===== src/rtl/dict_dump_if.sv =====
// Command, memory-port and byte-stream signals of the dictionary read-back streamer.
// The slave modport is the streamer; the master modport is whatever commands it and serves memory.
interface dict_dump_if #(
  parameter int ASZ = 17
);
  logic           start_i;
  logic [ASZ-1:0] base_i;
  logic [ASZ-1:0] len_i;
  logic [ASZ-1:0] mem_addr_o;
  logic           mem_rd_o;
  logic [7:0]     mem_data_i;
  logic [7:0]     tx_data_o;
  logic           tx_valid_o;
  logic           tx_ready_i;
  logic           busy_o;
  logic           done_o;

  modport slave (
    input  start_i, base_i, len_i, mem_data_i, tx_ready_i,
    output mem_addr_o, mem_rd_o, tx_data_o, tx_valid_o, busy_o, done_o
  );

  modport master (
    output start_i, base_i, len_i, mem_data_i, tx_ready_i,
    input  mem_addr_o, mem_rd_o, tx_data_o, tx_valid_o, busy_o, done_o
  );
endinterface


===== src/rtl/dict_dump.sv =====
// Streams a contiguous byte range of the dictionary memory out over valid/ready,
// optionally followed by a two's-complement checksum byte.
module dict_dump #(
  parameter int ASZ  = 17,
  parameter bit CSUM = 1'b1
) (
  input  logic        clk,
  input  logic        rst,
  dict_dump_if.slave  bus,
  output logic [2:0]  dbg_state_o
);

  // Stream handshake: a byte transfers on a rising edge where tx_valid_o & tx_ready_i;
  // once tx_valid_o is raised, it and tx_data_o hold until that transfer happens.
  typedef enum logic [2:0] {
    S_IDLE  = 3'd0,
    S_FETCH = 3'd1,
    S_LOAD  = 3'd2,
    S_SEND  = 3'd3,
    S_SUM   = 3'd4,
    S_DONE  = 3'd5
  } state_t;

  state_t         state_q, state_d;
  logic [ASZ-1:0] addr_q, addr_d;
  logic [ASZ-1:0] cnt_q, cnt_d;
  logic [ASZ-1:0] mem_addr_q, mem_addr_d;
  logic [7:0]     sum_q, sum_d;
  logic [7:0]     tx_data_q, tx_data_d;
  logic           tx_valid_q, tx_valid_d;
  logic           done_q, done_d;
  logic           hs;

  assign hs = tx_valid_q & bus.tx_ready_i;

  always_ff @(posedge clk) begin
    if (rst) begin
      state_q    <= S_IDLE;
      addr_q     <= '0;
      cnt_q      <= '0;
      mem_addr_q <= '0;
      sum_q      <= '0;
      tx_data_q  <= '0;
      tx_valid_q <= 1'b0;
      done_q     <= 1'b0;
    end else begin
      state_q    <= state_d;
      addr_q     <= addr_d;
      cnt_q      <= cnt_d;
      mem_addr_q <= mem_addr_d;
      sum_q      <= sum_d;
      tx_data_q  <= tx_data_d;
      tx_valid_q <= tx_valid_d;
      done_q     <= done_d;
    end
  end

  always_comb begin
    state_d = state_q;
    case (state_q)
      S_IDLE: begin
        if (bus.start_i) begin
          if (bus.len_i != '0) state_d = S_FETCH;
          else if (CSUM)       state_d = S_SUM;
          else                 state_d = S_DONE;
        end
      end
      S_FETCH: state_d = S_LOAD;
      S_LOAD:  state_d = S_SEND;
      S_SEND: begin
        if (hs) begin
          if (cnt_q != ASZ'(1)) state_d = S_FETCH;
          else if (CSUM)        state_d = S_SUM;
          else                  state_d = S_DONE;
        end
      end
      S_SUM:   if (hs) state_d = S_DONE;
      S_DONE:  state_d = S_IDLE;
      default: state_d = S_IDLE;
    endcase
  end

  always_comb begin
    addr_d     = addr_q;
    cnt_d      = cnt_q;
    mem_addr_d = mem_addr_q;
    sum_d      = sum_q;
    tx_data_d  = tx_data_q;
    tx_valid_d = tx_valid_q;
    done_d     = 1'b0;
    case (state_q)
      S_IDLE: begin
        if (bus.start_i) begin
          addr_d = bus.base_i;
          cnt_d  = bus.len_i;
          sum_d  = 8'h00;
        end
      end
      S_LOAD: begin
        tx_data_d  = bus.mem_data_i;
        sum_d      = sum_q + bus.mem_data_i;
        tx_valid_d = 1'b1;
      end
      S_SEND: begin
        if (hs) begin
          tx_valid_d = 1'b0;
          addr_d     = addr_q + ASZ'(1);
          cnt_d      = cnt_q - ASZ'(1);
        end
      end
      S_SUM:   if (hs) tx_valid_d = 1'b0;
      S_DONE:  done_d = 1'b1;
      default: ;
    endcase
    // The address port only moves when a fetch begins, so it holds between reads.
    if (state_d == S_FETCH && state_q != S_FETCH) mem_addr_d = addr_d;
    if (state_d == S_SUM && state_q != S_SUM) begin
      tx_data_d  = 8'(~sum_d + 8'd1);
      tx_valid_d = 1'b1;
    end
  end

  always_comb begin
    bus.mem_rd_o   = (state_q == S_FETCH);
    bus.mem_addr_o = mem_addr_q;
    bus.tx_data_o  = tx_data_q;
    bus.tx_valid_o = tx_valid_q;
    bus.busy_o     = (state_q != S_IDLE);
    bus.done_o     = done_q;
    dbg_state_o    = state_q;
  end

endmodule

===== src/flat_wrapper.sv =====
// flat-port wrapper written by rule: the top's interface ports become plain ports
module dict_dump_flat 
#(
  parameter int ASZ  = 17,
  parameter bit CSUM = 1'b1
)
  (clk, rst, dbg_state_o, bus_start_i, bus_base_i, bus_len_i, bus_mem_data_i, bus_tx_ready_i, bus_mem_addr_o, bus_mem_rd_o, bus_tx_data_o, bus_tx_valid_o, bus_busy_o, bus_done_o);
  dict_dump_if #(.ASZ(ASZ)) bus_i ();
  input  logic clk;
  input  logic rst;
  output logic [2:0] dbg_state_o;
  input wire logic [$bits(bus_i.start_i)-1:0] bus_start_i;
  input wire logic [$bits(bus_i.base_i)-1:0] bus_base_i;
  input wire logic [$bits(bus_i.len_i)-1:0] bus_len_i;
  input wire logic [$bits(bus_i.mem_data_i)-1:0] bus_mem_data_i;
  input wire logic [$bits(bus_i.tx_ready_i)-1:0] bus_tx_ready_i;
  output wire logic [$bits(bus_i.mem_addr_o)-1:0] bus_mem_addr_o;
  output wire logic [$bits(bus_i.mem_rd_o)-1:0] bus_mem_rd_o;
  output wire logic [$bits(bus_i.tx_data_o)-1:0] bus_tx_data_o;
  output wire logic [$bits(bus_i.tx_valid_o)-1:0] bus_tx_valid_o;
  output wire logic [$bits(bus_i.busy_o)-1:0] bus_busy_o;
  output wire logic [$bits(bus_i.done_o)-1:0] bus_done_o;
  assign bus_i.start_i = bus_start_i;
  assign bus_i.base_i = bus_base_i;
  assign bus_i.len_i = bus_len_i;
  assign bus_i.mem_data_i = bus_mem_data_i;
  assign bus_i.tx_ready_i = bus_tx_ready_i;
  assign bus_mem_addr_o = bus_i.mem_addr_o;
  assign bus_mem_rd_o = bus_i.mem_rd_o;
  assign bus_tx_data_o = bus_i.tx_data_o;
  assign bus_tx_valid_o = bus_i.tx_valid_o;
  assign bus_busy_o = bus_i.busy_o;
  assign bus_done_o = bus_i.done_o;
  dict_dump #(.ASZ(ASZ), .CSUM(CSUM)) u_core (.clk(clk), .rst(rst), .bus(bus_i), .dbg_state_o(dbg_state_o));
endmodule

===== config.mk =====
export PLATFORM = sky130hd
export DESIGN_NAME = dict_dump_flat
export DESIGN_NICKNAME = d
export VERILOG_FILES = /design/src/rtl/dict_dump_if.sv /design/src/rtl/dict_dump.sv /design/src/flat_wrapper.sv
export SDC_FILE = /design/constraint.sdc
export NUM_CORES = 1
export LEC_CHECK = 0
export ABC_AREA = 1
export BUFFER_PORTS_ARGS = -buffer_cell sky130_fd_sc_hd__buf_4
export CORE_MARGIN = 8
export CORE_UTILIZATION = 51
export DETAILED_ROUTE_END_ITERATION = 6
export PLACE_DENSITY = 0.77
export SKIP_CTS_REPAIR_TIMING = 1
export SLEW_MARGIN = 0
export SYNTH_ARGS = -nofsm -noshare
export SYNTH_HDL_FRONTEND = slang
export SYNTH_SLANG_ARGS = --single-unit

===== constraint.sdc =====
create_clock -name clk -period 1.9 [get_ports clk]
set_input_delay 0 -clock clk [delete_from_list [all_inputs] [get_ports clk]]
set_output_delay 0 -clock clk [all_outputs]
set_load 0.01 [all_outputs]

==> results of run 1 <==
-- cell usage in the layout, fill, tap and decap left out, drive strengths merged --
cell / Yosys / layout
a22oi: 3 / 3
nor4: 4 / 4
ha: 11 / 11
o21ai: 43 / 43
xnor2: 5 / 5
dfxtp: 72 / 72
nand2: 162 / 162
bufinv: 0 / 3
o21a: 4 / 4
clkinvlp: 0 / 1
fa: 1 / 1
clkbuf: 10 / 11
nor2: 81 / 81
nor3b: 1 / 1
or2: 7 / 7
nand3: 44 / 44
nand3b: 4 / 4
a211oi: 2 / 2
a32oi: 1 / 1
a31oi: 7 / 7
and2: 2 / 2
o311a: 1 / 1
a21boi: 3 / 3
a21o: 1 / 1
xor2: 8 / 8
nand4: 7 / 7
nor3: 12 / 12
dlygate4sd3: 0 / 15
a221oi: 7 / 7
o211ai: 6 / 6
inv: 89 / 91
o31ai: 1 / 1
a21oi: 47 / 47
buf: 16 / 121
-- kinds of logic (layout without fill, tap and decap cells) --
kind of cell	after synthesis	count (layout)
simple gates	324	324
compound gates	126	126
buf+inv	115	242
flops	72	72
xor+xnor	13	13
fa+ha+maj	12	12
-- where the power goes --
group	internal, W	switching (W)
Sequential	0.00166	0.000130
Clock	0.000883	0.000626
Combinational	0.000718	0.000878
Total	0.00326	0.00163
-- metrics by stage --
| stage | hold WS (ns) | TNS, ns |
|---|---|---|
| detailed placement | 0.291 | -0.514 |
| floorplan | 0.147 | 0 |
| CTS | -0.0778 | -0.846 |
| global route | 0.00778 | -1.73 |
| global placement | 0.270 | -0.132 |
| finish | -0.0208 | -0.917 |
-- layer usage --
| layer | track usage [%] | share of wire (%) | vias to the layer above |
|---|---|---|---|
| li1 | - | - | 2395 |
| met1 | 26.6 | 43 | 2135 |
| met2 | 33.6 | 46 | 199 |
| met3 | 5.12 | 8.3 | 22 |
| met4 | 7.53 | 1.8 | 0 |
| met5 | 0 | 0 | - |
-- sequential cells by signal (all words and copies together) (netlist names) --
register	flops
u_core.addr_q	17
u_core.bus.done_o	1
u_core.bus.mem_addr_o	17
u_core.bus.tx_data_o	8
u_core.bus.tx_valid_o	1
u_core.cnt_q	17
u_core.dbg_state_o	3
u_core.sum_q	8
-- cells in the mapped netlist (all sizes together), types with 2 or more instances --
cell type,instances,area (um2)
nand4,7,50.1
o21a,4,30.0
o211ai,6,45.0
a221oi,7,67.6
nor2,81,327
a22oi,3,22.5
nand3,44,250
inv,89,337
buf,16,97.6
o21ai,43,219
ha,11,138
xnor2,5,43.8
xor2,8,70.1
and2,2,12.5
a31oi,7,43.8
dfxtp,72,1440
a211oi,2,15.0
nand2,162,626
a21oi,47,235
clkbuf,10,37.5
nor4,4,25.0
or2,7,43.8
nor3,12,70.1
a21boi,3,22.5
nand3b,4,30.0
-- worst max-delay path, cell delays in order (launching register included) --
cell and delay (ns):
dfxtp_2 0.35, ha_4 0.13, inv_2 0.03, fa_1 0.47, nand3b_1 0.13, nand2_2 0.10
inv_4 0.09, nand2_2 0.07, nor2_4 0.13, nand2_2 0.08, nor2_2 0.13, nand3_1 0.08
nand2_1 0.07, nand3_1 0.07, nand2_1 0.06, a21oi_1 0.05
-- how the worst max path moves through the flow --
stage	startpoint	endpoint	slack, ns
6_report	u_core.sum_q[0]	u_core.bus.tx_data_o[7]	-0.29
5_1_grt	u_core.sum_q[0]	u_core.bus.tx_data_o[7]	-0.38
4_1_cts	u_core.sum_q[0]	u_core.bus.tx_data_o[7]	-0.31
3_5_place_dp	u_core.sum_q[0]	u_core.bus.tx_data_o[7]	-0.23
3_3_place_gp	u_core.sum_q[0]	u_core.bus.tx_data_o[7]	-0.07
2_1_floorplan	u_core.sum_q[0]	u_core.bus.tx_data_o[6]	0.001
-- area by class of cell --
| type | instances | share of cell area (%) |
|---|---|---|
| clock buffer | 10 | 2.15 |
| clock inverter | 6 | 1.94 |
| inverter | 89 | 5.71 |
| multi-input combinational | 475 | 44.6 |
| sequential | 72 | 24.7 |
| tap | 105 | 2.21 |
| timing repair buffer | 137 | 18.7 |
==> metrics.md, run 1 <==
| Metric | Value |
|---|---|
| Final Non-Filler Cells | `894` |
| Post-DRT Antenna Nets | `0` |
| Post-DP HPWL | `9110 um` |
| Wirelength, routed | `13000 um` |
| Routed len/inst | `between 10 and 15 um` |
| Fin util | `71.9%` |
| Slew @ Worst Pin | `~0.67 ns` |
| #FFs+latches synth | `between 70 and 80` |
| WHS | `-0.0208 ns` |
| Hold path cells | `3` |
| Crit. End Element | `register` |
| Dpl ws | `-0.228 ns` |
| Drt pass-1 iters | `6` |
| Detailed Route Iter0 Violations | `443` |
| Worst Path Class, Setup | `reg -> reg` |
| Register area | `0.00146 mm2` |
| Initial antenna violation count | `0` |
| Worst Path Max Fanout | `3` |
| Die Span Y | `108 um` |
| Pwr Total | `a little under 0.005 W` |
| Failing checks | `hold timing, setup timing` |
| Primary FF master, synth | `dfxtp_1` |
| Mapped cell area | `0.00436 mm2` |
| Final Worst Setup Slack | `-0.290 ns` |
| Critical Path AT | `between 2 and 2.5 ns` |
| Worst Path Required | `2.11 ns` |
| IO Count | `78` |
| Tmin final | `2.19 ns` |
| Tightest Hold Check Type | `in -> reg` |
| Leakage power | `2.77 nW` |
| P per Cell Area | `between 800 and 900 mW/mm2` |
| Worst Hold Launch | `bus_len_i[4]` |
| Number of antenna diodes | `0` |
| Fmax achieved | `about 460 MHz` |
| FF-to-FF path depth | `15` |
| Area delta synth->final | `36.1%` |
| Core ar. | `0.00826 mm2` |
| Tcrit/Tclk final | `115%` |
| Final net count | `between 800 and 900` |
| Register area share after synthesis | `33.1%` |
| Reg-to-Reg End | `u_core.bus.tx_data_o[7]` |
| Die area | `0.0118 mm2` |
| Row cnt | `33` |
| Xor and xnor area share after synthesis | `2.61%` |
| TritonCTS clock tree | `built` |
| Mean Syn Cell Area | `6.59 um2` |
| Synth Area in Compound Gates | `16.8%` |
| Reg-to-reg critical path startpoint | `u_core.sum_q[0]` |
| RSZ-0062 raised after global routing | `yes` |
| Status | `finished, violations left` |
| Fin. max-slew vios | `0` |
| Startpoint type of the worst setup path | `register` |
| Vias/cell | `5.31` |
| Layout fillers | `between 600 and 700` |
| GR Overflow Total | `0` |
| Post-synthesis mux area share | `0%` |
| Buffers on Ports | `77` |
| GRT Total Usage | `a little over a fifth` |
| Post-Layout Inst Area | `~0.0059 mm2` |
| # clock sinks | `72` |
| Initial Util | `52.8%` |
| Worst-case clock buffer depth | `2` |
| Synth Area in Simple Gates | `between 30% and 40%` |
| FFs w/ async S/R, synth | `0%` |
| H-tree depth | `3` |
| Setup Skew | `around 0.012 ns` |
| Maxcap violations | `0` |
| YS warnings | `0` |
| Placed Cells | `854` |
| Rel. slew slack | `55.3%` |
| Fin. Hold Viols | `5` |
| Worst skew pair latency | `0.35 ns` |
| Pin count of the biggest net entering global routing | `53` |
| DRC | `0` |
| Largest family of logic cells by synthesized area | `simple AND/OR/NAND/NOR gates` |
| Hold endpoint | `u_core.cnt_q[4]` |
| Number of global-route vias before repair | `4493` |
| EDFF count, synth | `0` |
| Via count | `4751` |
| Width of the die | `108 um` |
| DP Area | `0.00526 mm2` |
| R2R Setup Slk | `-0.29 ns` |
| First-pass GRT wire length | `20200 um` |
| Syn Inst Count | `approximately 660` |
| Peak supply drop | `about 0.00063 V` |
| Distinct cells, synth | `50` |
| Multi-input logic area | `0.00265 mm2` |
| CTS Root Buffer Type | `clkbuf_8` |
| Total CTS buffers | `9` |
| Layout cells sized above 1 | `29.2%` |
| Synth Area in Adders | `under 10%` |
| Syn Nets | `720` |
| Placer congestion estimate | `0.904` |
| Clock slew at reported path FFs | `0.08 ns` |
| Endpoints failing setup | `7` |
Power figures use the tool's default switching activity.
==> inputs of run 2 (changes only) <==
Settings changed: SKIP_LAST_GASP set to 1.
==> metrics.md, run 2 (synthesis gave the netlist of run 1 again) <==
| Metric | Value |
|---|---|
| Die area | `0.0118 mm2 (unchanged)` |
| Leakage power | `2.77 nW (about the same)` |
| Commonest non-fill, non-tap cell in the layout | `nand2_1 (unchanged)` |
| Fin util | `71.9% (unchanged)` |
| Initial Util | `52.8% (unchanged)` |
| Number of antenna diodes | `0 (unchanged)` |
| Width of the die | `108 um (unchanged)` |
| Buffers on Ports | `77 (unchanged)` |
| Maxcap violations | `0 (unchanged)` |
| WHS | `-0.0177 ns (was -0.0208 ns)` |
| Worst Path Max Fanout | `3 (unchanged)` |
| Peak supply drop | `0.000627 V (about the same)` |
| Worst skew pair latency | `0.35 ns (about the same)` |
| P per Cell Area | `825 mW/mm2 (about the same)` |
| Wirelength, routed | `13000 um (about the same)` |
| Clock power frac | `30.8% (about the same)` |
| Final Worst Setup Slack | `-0.289 ns (was -0.290 ns)` |
| Startpoint type of the worst setup path | `register (unchanged)` |
| Routed len/inst | `14.5 um (about the same)` |
| Status | `finished, violations left (unchanged)` |
| Worst Path Class, Setup | `reg -> reg (unchanged)` |
| Number of global-route vias before repair | `4493 (unchanged)` |
| Pin count of the biggest net entering global routing | `53 (unchanged)` |
| # clock sinks | `72 (unchanged)` |
| Endpoints failing setup | `7 (unchanged)` |
| CTS Root Buffer Type | `clkbuf_8 (unchanged)` |
| Tightest Hold Check Type | `in -> reg (unchanged)` |
| Via count | `4770 (was 4751)` |
| TritonCTS clock tree | `built (unchanged)` |
| Fin. Hold Viols | `4 (was 5)` |
| Post-DRT Antenna Nets | `0 (unchanged)` |
| Tmin final | `2.19 ns (about the same)` |
| H-tree depth | `3 (unchanged)` |
| Fmax achieved | `457 MHz (about the same)` |
| Drt pass-1 iters | `6 (unchanged)` |
| GR Overflow Total | `0 (unchanged)` |
| Total CTS buffers | `9 (unchanged)` |
| Psw | `0.00163 W (about the same)` |
| Tcrit/Tclk final | `115% (about the same)` |
| Clock slew at reported path FFs | `0.08 ns (about the same)` |
| Failing checks | `hold timing, setup timing (unchanged)` |
| Worst Path Required | `2.11 ns (about the same)` |
| Die Span Y | `108 um (unchanged)` |
| Area delta synth->final | `36.1% (unchanged)` |
| Vias/cell | `5.34 (was 5.31)` |
| Int Power | `0.00326 W (about the same)` |
| DRC | `0 (unchanged)` |
| First-pass GRT wire length | `20200 um (unchanged)` |
| Net Sw Frac | `33.3% (was 33.4%)` |
| DP Area | `0.00526 mm2 (unchanged)` |
| Initial antenna violation count | `0 (unchanged)` |
| Crit. End Element | `register (unchanged)` |
| Row cnt | `33 (unchanged)` |
| Slew @ Worst Pin | `0.667 ns (was 0.670 ns)` |
| Setup Skew | `0.0124 ns (was 0.0118 ns)` |
| Placer congestion estimate | `0.904 (unchanged)` |
| Fin. max-slew vios | `0 (unchanged)` |
| Post-DP HPWL | `9110 um (unchanged)` |
| Detailed Route Iter0 Violations | `437 (was 443)` |
| Worst-case clock buffer depth | `2 (unchanged)` |
| GRT Total Usage | `20.9% (unchanged)` |
| Reg power frac | `36.6% (about the same)` |
| Layout cells sized above 1 | `29.0% (was 29.2%)` |
| Final net count | `842 (unchanged)` |
| IO Count | `78 (unchanged)` |
| Core ar. | `0.00826 mm2 (unchanged)` |
| Most frequent cells in the layout | `nand2_1 (151), buf_4 (119), inv_1 (70), nor2_1 (57), dfxtp_1 (56) (was nand2_1 (151), buf_4 (119), inv_1 (69), nor2_1 (57), dfxtp_1 (56))` |
| Post-Layout Inst Area | `0.00594 mm2 (unchanged)` |
| Comb pwr share | `32.6% (about the same)` |
| Critical Path AT | `2.39 ns (was 2.40 ns)` |
| RSZ-0062 raised after global routing | `yes (unchanged)` |
| Rel. slew slack | `55.5% (was 55.3%)` |
[run 2: critical path, stage by stage (launching register included)]
cell	delay, ns
dfxtp_2	0.35
ha_4	0.14
inv_2	0.03
fa_1	0.47
nand3b_1	0.13
nand2_2	0.10
inv_4	0.09
nand2_2	0.06
nor2_4	0.13
nand2_2	0.08
nor2_2	0.13
nand3_1	0.08
nand2_1	0.07
nand3_1	0.07
nand2_1	0.06
a21oi_1	0.05
[run 2: final cells by class]
class | count | area (um2)
clock buffers | 10 | 128
flip-flops and latches | 72 | 1460
clock inverters | 6 | 115
fillers | 693 | 2320
inverters | 89 | 339
multi-input cells | 475 | 2650
well taps | 105 | 131
repair buffers | 137 | 1110
[run 2: final timing paths]
path,from,endpoint,slack (ns),cells after the start
max,u_core.sum_q[0],u_core.bus.tx_data_o[7],-0.29,15
min,bus_len_i[4],u_core.cnt_q[4],-0.02,3
max reg2reg,u_core.sum_q[0],u_core.bus.tx_data_o[7],-0.29,15
min reg2reg,u_core.bus.mem_addr_o[7],u_core.bus.mem_addr_o[7],0.45,2
[run 2: power groups by stage]
stage               logic, W  clock network [W]  registers [W]
floorplan           0.000871                  0        0.00181
global placement     0.00136                  0        0.00179
detailed placement   0.00140                  0        0.00180
CTS                  0.00141            0.00152        0.00177
global route         0.00176            0.00159        0.00181
finish               0.00160            0.00151        0.00179
[run 2: metrics by stage]
stage	hold slack [ns]	cells	setup slack (ns)	total power, W	setup TNS, ns
after floorplan	0.147	662	0.00113	0.00268	0
after global placement	0.270	854	-0.0716	0.00315	-0.132
after detailed placement	0.291	854	-0.228	0.00320	-0.514
after CTS	-0.0778	870	-0.307	0.00470	-0.846
after global routing	0.00778	894	-0.382	0.00515	-1.77
final	-0.0177	894	-0.289	0.00489	-0.900
[run 2: layer usage]
metal	vias to the layer above	GRT usage [%]	wire (um)
met5	-	0	0
met4	0	7.53	265
met3	27	5.12	1010
met2	190	33.6	5990
met1	2157	26.6	5710
li1	2396	-	-
==> inputs of run 3 (changes only) <==
Settings changed: GPL_TIMING_DRIVEN set to 0.
Clock period 1.9 ns to 1.8 ns, I/O delays scaled along.
==> metrics.md, run 3 (synthesis gave the netlist of run 1 again) <==
| Metric | Value |
|---|---|
| CP max stage delay | `0.47 ns (about the same)` |
| Critical Path AT | `2.39 ns (about the same)` |
| Width of the die | `108 um (unchanged)` |
| WHS | `-0.0326 ns (was -0.0177 ns)` |
| Initial antenna violation count | `0 (unchanged)` |
| Leakage power | `2.81 nW (was 2.77 nW)` |
| Core ar. | `0.00826 mm2 (unchanged)` |
| Top Family by Delay on Critical Path | `simple AND/OR/NAND/NOR gates (unchanged)` |
| RSZ-0062 raised after global routing | `yes (unchanged)` |
| Area delta synth->final | `40.1% (was 36.1%)` |
| Final net count | `853 (was 842)` |
| Number of antenna diodes | `0 (unchanged)` |
| Tightest Hold Check Type | `in -> reg (unchanged)` |
| Worst path depth | `15 (unchanged)` |
| Cells along the critical path | `ha_4 > inv_2 > fa_1 > nand3b_1 > nand2_2 > inv_4 > nand2_2 > nor2_2 > nand2_2 > nor2_2 > nand3_1 > nand2_1 > nand3_1 > nand2_1 > a21oi_1 (was ha_4 > inv_2 > fa_1 > nand3b_1 > nand2_2 > inv_4 > nand2_2 > nor2_4 > nand2_2 > nor2_2 > nand3_1 > nand2_1 > nand3_1 > nand2_1 > a21oi_1)` |
| Placed Cells | `843 (was 854)` |
| Post-DRT Antenna Nets | `0 (unchanged)` |
| DRC | `0 (unchanged)` |
| Worst-case clock buffer depth | `2 (unchanged)` |
| Slew @ Worst Pin | `0.700 ns (was 0.667 ns)` |
| Register area | `0.00148 mm2 (was 0.00146 mm2)` |
| P per Cell Area | `854 mW/mm2 (was 825 mW/mm2)` |
| Placer congestion estimate | `0.912 (was 0.904)` |
| Most frequent cells in the layout | `nand2_1 (145), buf_4 (107), inv_1 (71), dfxtp_1 (57), nor2_1 (53) (was nand2_1 (151), buf_4 (119), inv_1 (70), nor2_1 (57), dfxtp_1 (56))` |
| Layout cells sized above 1 | `30.6% (was 29.0%)` |
| DP Area | `0.00510 mm2 (was 0.00526 mm2)` |
| Final TNS setup | `-2.77 ns (was -0.900 ns)` |
| Failing checks | `hold timing, setup timing (unchanged)` |
| Pin count of the biggest net entering global routing | `14 (was 53)` |
| Peak supply drop | `0.000592 V (was 0.000627 V)` |
| Worst skew pair latency | `0.37 ns (was 0.35 ns)` |
| Reg power frac | `36.3% (was 36.6%)` |
| # clock sinks | `72 (unchanged)` |
| Fmax achieved | `462 MHz (was 457 MHz)` |
| Rel. slew slack | `52.9% (was 55.5%)` |
| IO Count | `78 (unchanged)` |
| Post-Layout Inst Area | `0.00611 mm2 (was 0.00594 mm2)` |
| Detailed Route Iter0 Violations | `372 (was 437)` |
| TritonCTS clock tree | `built (unchanged)` |
| GR Overflow Total | `0 (unchanged)` |
| Net Sw Frac | `35.3% (was 33.3%)` |
| Commonest non-fill, non-tap cell in the layout | `nand2_1 (unchanged)` |
| Worst Path Required | `2.03 ns (was 2.11 ns)` |
| Final Non-Filler Cells | `905 (was 894)` |
| Pwr Total | `0.00521 W (was 0.00489 W)` |
| Buf+Inv Stages, Crit Path | `2 (unchanged)` |
| Setup Skew | `0.00803 ns (was 0.0124 ns)` |
| Psw | `0.00184 W (was 0.00163 W)` |
| Tmin final | `2.16 ns (was 2.19 ns)` |
| GRT Total Usage | `22.3% (was 20.9%)` |
| FF-to-FF path depth | `15 (unchanged)` |
| Via count | `5060 (was 4770)` |
| First-pass GRT wire length | `21000 um (was 20200 um)` |
| Tcrit/Tclk final | `120% (was 115%)` |
| Row cnt | `33 (unchanged)` |
| Comb pwr share | `34.8% (was 32.6%)` |
| Status | `finished, violations left (unchanged)` |
| Total CTS buffers | `9 (unchanged)` |
| Fin util | `74.0% (was 71.9%)` |
| Final Worst Setup Slack | `-0.362 ns (was -0.289 ns)` |
| H-tree depth | `3 (unchanged)` |
| Die Span Y | `108 um (unchanged)` |
| Int Power | `0.00337 W (was 0.00326 W)` |
| Fin. Hold Viols | `7 (was 4)` |
| Hold path cells | `3 (unchanged)` |
| Number of global-route vias before repair | `4537 (was 4493)` |
| Buffers on Ports | `76 (was 77)` |
| Clock slew at reported path FFs | `0.08 ns (about the same)` |
| Post-DP HPWL | `9760 um (was 9110 um)` |
| Drt pass-1 iters | `5 (was 6)` |
| Clock power frac | `28.9% (was 30.8%)` |
| Wirelength, routed | `14600 um (was 13000 um)` |
| Maxcap violations | `0 (unchanged)` |
| Initial Util | `52.8% (unchanged)` |
| Crit-path slowest cell | `fa_1 (unchanged)` |
| Endpoints failing setup | `24 (was 7)` |
| Vias/cell | `5.59 (was 5.34)` |
| Fin. max-slew vios | `0 (unchanged)` |
| Most frequent CP cell | `nand2_2 (unchanged)` |
| Layout fillers | `648 (was 693)` |
| Startpoint type of the worst setup path | `register (unchanged)` |
| Worst Path Class, Setup | `reg -> reg (unchanged)` |
| Routed len/inst | `16.1 um (was 14.5 um)` |
| Die area | `0.0118 mm2 (unchanged)` |
| Crit. End Element | `register (unchanged)` |
| Worst Path Max Fanout | `3 (unchanged)` |
| CTS Root Buffer Type | `clkbuf_8 (unchanged)` |
| Multi-input logic area | `0.00274 mm2 (was 0.00265 mm2)` |
[run 3: tightest hold or removal path, cell delays in order]
cell and delay [ns]:
buf_4 0.10, a22oi_2 0.06, a21oi_1 0.13
[run 3: per-layer routing]
layer  track usage [%]  routed length, um  vias to the layer above  part of all wire, %
li1                  -                  -                     2433                    -
met1              27.3               5960                     2342                   41
met2              36.7               6970                      244                   48
met3              6.07               1260                       41                  8.6
met4              7.92                379                        0                  2.6
met5                 0                  0                        -                    0
[run 3: final timing paths]
kind,from,to,slack (ns)
setup reg to reg,u_core.sum_q[0],u_core.bus.tx_data_o[7],-0.36
hold / removal,bus_mem_data_i[1],u_core.bus.tx_data_o[1],-0.03
hold reg to reg,u_core.bus.mem_addr_o[7],u_core.bus.mem_addr_o[7],0.45
setup / recovery,u_core.sum_q[0],u_core.bus.tx_data_o[7],-0.36
[run 3: per-stage QoR]
stage	setup slack, ns	hold slack [ns]
after floorplan	-0.0989	0.147
after global placement	-0.269	0.274
after detailed placement	-0.292	0.279
after CTS	-0.351	-0.101
after global routing	-0.498	0.00309
final	-0.362	-0.0326
[run 3: final cells by class]
| class | count | area share, % |
|---|---|---|
| multi-input combinational | 475 | 44.8 |
| sequential | 72 | 24.2 |
| timing repair buffer | 122 | 16.3 |
| inverter | 89 | 5.80 |
| buffer | 26 | 3.03 |
| clock buffer | 10 | 2.25 |
| tap | 105 | 2.15 |
| clock inverter | 6 | 1.50 |
[run 3: power groups by stage]
stage	Combinational, W	Clock [W]	Sequential (W)
5_1_grt	0.00198	0.00158	0.00191
2_1_floorplan	0.000921	0	0.00191
3_5_place_dp	0.00141	0	0.00190
6_report	0.00182	0.00151	0.00189
4_1_cts	0.00142	0.00150	0.00186
3_3_place_gp	0.00137	0	0.00189
